[config.mk]
export PLATFORM = sky130hd
export DESIGN_NAME = ro_puf_ctrl
export DESIGN_NICKNAME = d
export VERILOG_FILES = /design/src/rtl/ro_puf_ctrl.sv
export SDC_FILE = /design/constraint.sdc
export NUM_CORES = 1
export LEC_CHECK = 0
export BUFFER_PORTS_ARGS = -buffer_cell sky130_fd_sc_hd__buf_2
export CORE_MARGIN = 2
export CORE_UTILIZATION = 55
export CTS_BUF_LIST = sky130_fd_sc_hd__clkbuf_8
export CTS_CLUSTER_SIZE = 16
export DETAILED_ROUTE_END_ITERATION = 12
export GPL_TIMING_DRIVEN = 0
export PLACE_DENSITY = 0.82
export SLEW_MARGIN = 5
export SYNTH_ARGS = -nofsm -noshare
export SYNTH_HDL_FRONTEND = slang
export SYNTH_SLANG_ARGS = --single-unit
[constraint.sdc]
create_clock -name clk -period 8.21 [get_ports clk]
set_input_delay 0.821 -clock clk [delete_from_list [all_inputs] [get_ports clk]]
set_output_delay 0.821 -clock clk [all_outputs]
set_load 0.005 [all_outputs]
[src/rtl/ro_puf_ctrl.sv]
// Ring-oscillator PUF measurement controller: enables two challenge-selected oscillators,
// counts their synchronised rising edges over a programmable window and compares the counts.
module ro_puf_ctrl #(
  parameter int NUM_RO     = 8,
  parameter int SEL_W      = $clog2(NUM_RO),
  parameter int CNT_W      = 16,
  parameter int WIN_W      = 16,
  parameter int SETTLE_CYC = 4
) (
  input  logic              clk,
  input  logic              rst_n,
  input  logic [NUM_RO-1:0] ro_out,
  output logic [NUM_RO-1:0] ro_en,
  input  logic              start,
  input  logic [SEL_W-1:0]  sel_a,
  input  logic [SEL_W-1:0]  sel_b,
  input  logic [WIN_W-1:0]  window,
  output logic              busy,
  output logic              done,
  output logic              resp,
  output logic              tie,
  output logic              err,
  output logic [CNT_W-1:0]  cnt_a,
  output logic [CNT_W-1:0]  cnt_b
);

  localparam int SET_W = $clog2(SETTLE_CYC + 1);
  localparam int TMR_W = (WIN_W > SET_W) ? WIN_W : SET_W;

  typedef enum logic [1:0] {
    S_IDLE   = 2'd0,
    S_SETTLE = 2'd1,
    S_COUNT  = 2'd2,
    S_DONE   = 2'd3
  } state_t;

  state_t            r_state;
  state_t            w_state_next;

  logic [NUM_RO-1:0] r_sync1;
  logic [NUM_RO-1:0] r_sync2;
  logic [NUM_RO-1:0] r_sync3;
  logic [NUM_RO-1:0] r_pulse;

  logic [SEL_W-1:0]  r_sel_a;
  logic [SEL_W-1:0]  r_sel_b;
  logic [WIN_W-1:0]  r_window;
  logic [TMR_W-1:0]  r_timer;
  logic [NUM_RO-1:0] r_ro_en;
  logic              r_busy;
  logic              r_done;
  logic              r_resp;
  logic              r_tie;
  logic              r_err;
  logic [CNT_W-1:0]  r_cnt_a;
  logic [CNT_W-1:0]  r_cnt_b;

  logic [NUM_RO-1:0] w_req_mask;
  logic [NUM_RO-1:0] w_hit_a;
  logic [NUM_RO-1:0] w_hit_b;
  logic              w_illegal;
  logic              w_pulse_a;
  logic              w_pulse_b;
  logic              w_timer_zero;
  logic [CNT_W-1:0]  w_cnt_a_next;
  logic [CNT_W-1:0]  w_cnt_b_next;

  // One-hot decode of the incoming challenge (for ro_en) and of the latched one (for counting)
  genvar gi;
  generate
    for (gi = 0; gi < NUM_RO; gi++) begin : g_sel
      assign w_req_mask[gi] = (sel_a == SEL_W'(gi)) || (sel_b == SEL_W'(gi));
      assign w_hit_a[gi]    = (r_sel_a == SEL_W'(gi));
      assign w_hit_b[gi]    = (r_sel_b == SEL_W'(gi));
    end
  endgenerate

  assign w_illegal    = (sel_a == sel_b) || (int'(sel_a) >= NUM_RO) ||
                        (int'(sel_b) >= NUM_RO) || (window == '0);
  assign w_pulse_a    = |(r_pulse & w_hit_a);
  assign w_pulse_b    = |(r_pulse & w_hit_b);
  assign w_timer_zero = (r_timer == '0);

  // Saturating increments: a full counter stays full rather than wrapping
  assign w_cnt_a_next = (w_pulse_a && (r_cnt_a != {CNT_W{1'b1}})) ? r_cnt_a + CNT_W'(1) : r_cnt_a;
  assign w_cnt_b_next = (w_pulse_b && (r_cnt_b != {CNT_W{1'b1}})) ? r_cnt_b + CNT_W'(1) : r_cnt_b;

  // Two-flop synchroniser, history flop and registered rising-edge pulse per channel
  always_ff @(posedge clk or negedge rst_n) begin
    if (!rst_n) begin
      r_sync1 <= '0;
      r_sync2 <= '0;
      r_sync3 <= '0;
      r_pulse <= '0;
    end else begin
      r_sync1 <= ro_out;
      r_sync2 <= r_sync1;
      r_sync3 <= r_sync2;
      r_pulse <= r_sync2 & ~r_sync3;
    end
  end

  always_ff @(posedge clk or negedge rst_n) begin
    if (!rst_n) begin
      r_state <= S_IDLE;
    end else begin
      r_state <= w_state_next;
    end
  end

  always_comb begin
    w_state_next = r_state;
    case (r_state)
      S_IDLE: begin
        if (start) begin
          w_state_next = w_illegal ? S_DONE : S_SETTLE;
        end
      end
      S_SETTLE: begin
        if (w_timer_zero) begin
          w_state_next = S_COUNT;
        end
      end
      S_COUNT: begin
        if (w_timer_zero) begin
          w_state_next = S_DONE;
        end
      end
      S_DONE: begin
        w_state_next = S_IDLE;
      end
      default: begin
        w_state_next = S_IDLE;
      end
    endcase
  end

  always_ff @(posedge clk or negedge rst_n) begin
    if (!rst_n) begin
      r_sel_a  <= '0;
      r_sel_b  <= '0;
      r_window <= '0;
      r_timer  <= '0;
      r_ro_en  <= '0;
      r_busy   <= 1'b0;
      r_done   <= 1'b0;
      r_resp   <= 1'b0;
      r_tie    <= 1'b0;
      r_err    <= 1'b0;
      r_cnt_a  <= '0;
      r_cnt_b  <= '0;
    end else begin
      r_done <= 1'b0;
      r_busy <= (w_state_next != S_IDLE);
      case (r_state)
        S_IDLE: begin
          if (start) begin
            r_sel_a  <= sel_a;
            r_sel_b  <= sel_b;
            r_window <= window;
            r_timer  <= TMR_W'(SETTLE_CYC - 1);
            r_cnt_a  <= '0;
            r_cnt_b  <= '0;
            r_resp   <= 1'b0;
            r_tie    <= 1'b0;
            r_err    <= w_illegal;
            if (w_illegal) begin
              r_done <= 1'b1;
            end else begin
              r_ro_en <= w_req_mask;
            end
          end
        end
        S_SETTLE: begin
          if (w_timer_zero) begin
            r_timer <= TMR_W'(r_window) - TMR_W'(1);
          end else begin
            r_timer <= r_timer - TMR_W'(1);
          end
        end
        S_COUNT: begin
          r_cnt_a <= w_cnt_a_next;
          r_cnt_b <= w_cnt_b_next;
          if (w_timer_zero) begin
            // Compare the final counts, including this cycle's pulses
            r_resp  <= (w_cnt_a_next > w_cnt_b_next);
            r_tie   <= (w_cnt_a_next == w_cnt_b_next);
            r_done  <= 1'b1;
            r_ro_en <= '0;
          end else begin
            r_timer <= r_timer - TMR_W'(1);
          end
        end
        default: begin
        end
      endcase
    end
  end

  assign ro_en = r_ro_en;
  assign busy  = r_busy;
  assign done  = r_done;
  assign resp  = r_resp;
  assign tie   = r_tie;
  assign err   = r_err;
  assign cnt_a = r_cnt_a;
  assign cnt_b = r_cnt_b;

endmodule

==> metrics.yaml <==
run_status:
  status: "completed"
detailed_routing:
  routed_via_density: 6.247
  wl_per_cell_um: 17.74
  dr.pass1.iters: 6
  vias: 5722
  first_iter_violations: 764
  wirelength_um: 16250
  ant_nets: 0
  drc_errors: 0
finish:
  multi_input_area_um2: 3473
  regArea_um2: 2928
  antennaDiodeCount: 0
  finish.utilization: 0.6397
  final_cell_count_no_fill: 916
  nFillCells: 968
  final_cell_mix: "dfrtp_1 (117), buf_2 (75), nand2_1 (63), o21ai_0 (47), a21oi_1 (42)"
  mostFrequentLayoutCell: "dfrtp_1"
  final_layout_size_suffix_gt1_frac: 0.2237
  syn2layout_area_growth_pct: 14.88
  fin_nets: 812
clock_network:
  clock_latency_ns: 0.45
  cts_sinks: 117
  cts-buffers-inserted: 17
  cts_hold_buf: 0
  cts_tree: "built"
  post_cts_buffers: 0
  cts.clk_slew.worst_paths_ns: 0.08
  cts_resized: 0
  cts_max_level: 4
  cts_root_buf: "clkbuf_8"
  clock_path_buffers: 2
logic_synthesis:
  synth-simple-area-share: 0.1928
  ys_seq_area_frac: 0.4414
  synth_ff_type: "dfrtp_1"
  synth-adder-area-share: 0.04339
  ys_warn_count: 0
  syn_inst: 665
  yosys.cell_types.count: 71
  synth_top_family_by_area: "simple AND/OR/NAND/NOR gates"
  ys_ff_latch: 117
  synthMuxAreaShare: 0.07187
  syn-num-nets: 721
  yosys.area.top_type_share: 0.4414
  synth_edf_count: 0
  synth.avg_cell_area_um2: 9.974
  synth_compound_gate_area_share: 0.1522
  yosys.area_share.xor_xnor: 0.06338
  netlist_area_um2: 6633
  synth_top_area_cell: "dfrtp_1"
  synth_area_leaders: "dfrtp_1 (44%), mux2_2 (5.3%), ha_1 (4.3%)"
  synth_async_sr_flop_share: 1.000
pwr:
  p_seq_frac: 0.352
  pwr-share-comb: 0.417
  power_density_nw_per_um2: 314.5
  switchingPower_mw: 1.002
  p_int_mw: 1.394
  ir_drop_mv: 0.2203
  p_clk_frac: 0.231
  swShare: 0.4182
  p_leak_nw: 3.472
worst_hold_path:
  hold_class: "in -> async"
grt:
  grt_first_pass_wirelength_um: 26850
  grt_usage: 0.2628
  gr-total-overflow: 0
  grt_pass1_vias: 5476
  antenna_found_initial: 0
  grt_max_degree: 65
placed_design:
  io_buffers: 71
  pre_cts_ws_ns: 4.520
  routabilityCongestion: 0.9310
  dp_hpwl_um: 11510
  placedCellCount: 884
timing:
  drv_slew: 0
  fin_setup_tns_ns: 0
  fmax_mhz: 264.0
  setup_viol: 0
  holdWs_ns: 0.3413
  finalHoldViolCount: 0
  rsz0062_at_grt: "no"
  worstMarginPinSlew_ns: 0.9312
  final.setup.worst_slack_ns: 4.422
  timing.slew.headroom: 0.3735
  fin_crit_sh: 0.4614
  finClkSkew_ns: 0.01071
  period_minus_slack_ns: 3.788
die:
  core_area_um2: 11910
  die_area_um2: 12950
  die_h_um: 113.8
  die_w_um: 113.8
  num_rows: 40
  ioPinCount: 78
  start_util: 0.5568
critical_path:
  crit_buf_inv: 0
  critical_path_class: "reg -> reg"
  crit_path_end_kind: "flip-flop"
  cpLargestDelayFamily: "simple AND/OR/NAND/NOR gates"
  worst-path-max-fanout: 6
  arrival_ns: 4.15
  cpPeakStageDelay_ns: 0.69
  slowest_stage: "nor3_1"
  crit_chain: "mux4_2 > mux2i_2 > nor3_1 > nand3_1 > xnor2_1 > ha_1 > nand3_1 > or3_1 > nor3_1 > and3_1 > o21ai_0 > o221ai_1"
  worstSetupStartpointType: "flip-flop"
  cp.required_ns: 8.58
job:
  cap_violations: 0
==> logic make-up (layout without fill, tap and decap cells) <==
| logic type | count (synthesis) | count (layout) |
|---|---|---|
| AND/OR/NAND/NOR | 226 | 226 |
| AO/OA/AOI/OAI | 161 | 161 |
| flip-flops | 117 | 117 |
| buffers and inverters | 52 | 156 |
| XOR/XNOR | 48 | 48 |
| multiplexers | 38 | 38 |
| adder cells (fa/ha/maj) | 23 | 23 |
==> final cells by class <==
class / instances / share of cell area
multi-input combinational: 496 / 0.4558
sequential: 117 / 0.3842
timing repair buffer: 72 / 0.05107
tap: 147 / 0.02414
buffer: 33 / 0.02102
clock buffer: 18 / 0.03251
clock inverter: 14 / 0.02184
inverter: 19 / 0.009360
==> path summary, 6_finish.rpt <==
check	from	end	slack (ns)	depth (start not counted)
max	r_sel_a[1]	tie	4.42	12
min	rst_n	cnt_a[12]	0.34	1
max reg2reg	r_sel_a[1]	tie	4.42	12
min reg2reg	r_sync1[1]	r_sync2[1]	0.35	0
max in group asynchronous	rst_n	r_window[11]	7.19	2
min in group clk	r_sync1[1]	r_sync2[1]	0.35	0
==> metrics by stage <==
stage / cell area [um2] / power, mW
finish: 7620 / 2.397
global route: 7620 / 2.536
CTS: 7620 / 2.381
detailed placement: 7206 / 1.819
global placement: 7172 / 1.778
floorplan: 6633 / 1.526
==> synth_stat cells (5+ instances only) <==
cell type	count
buf_2	5
o22ai_1	9
nor4_1	7
and3_1	10
o31ai_1	13
a21o_1	7
a21oi_1	42
nand3_1	22
nor3_1	13
and4_1	5
ha_1	23
inv_1	19
and2_1	5
nand2_1	63
clkbuf_1	21
nor3b_1	6
o21ai_0	47
nand4_1	15
mux2_2	31
nor2b_1	9
xor2_1	26
dfrtp_1	117
nand3b_1	6
nand2b_1	5
a31oi_1	13
xnor2_1	22
nor2_1	33
==> flip-flops by register name (all words and copies together) (netlist names) <==
signal,cells
cnt_a,16
cnt_b,16
r_timer,16
r_window,16
r_pulse,8
r_sync1,8
r_sync2,8
r_sync3,8
ro_en,8
r_sel_a,3
r_sel_b,3
r_state,2
busy,1
done,1
err,1
resp,1
tie,1
==> metal layers <==
layer,up-vias,track usage,wire length [um]
met2,284,0.4076,7678
met4,0,0.1000,323
met5,-,0,0
met1,2772,0.3580,6883
li1,2627,-,-
met3,39,0.06801,1369
==> power by group through the flow <==
stage          sequential [mW]  combinational, mW  clock, mW
2_1_floorplan            0.821              0.705          0
4_1_cts                  0.841              0.978      0.562
5_1_grt                  0.860               1.09      0.588
6_report                 0.844              0.999      0.554
3_5_place_dp             0.849              0.971          0
3_3_place_gp             0.837              0.941          0
Power figures use the tool's default switching activity.
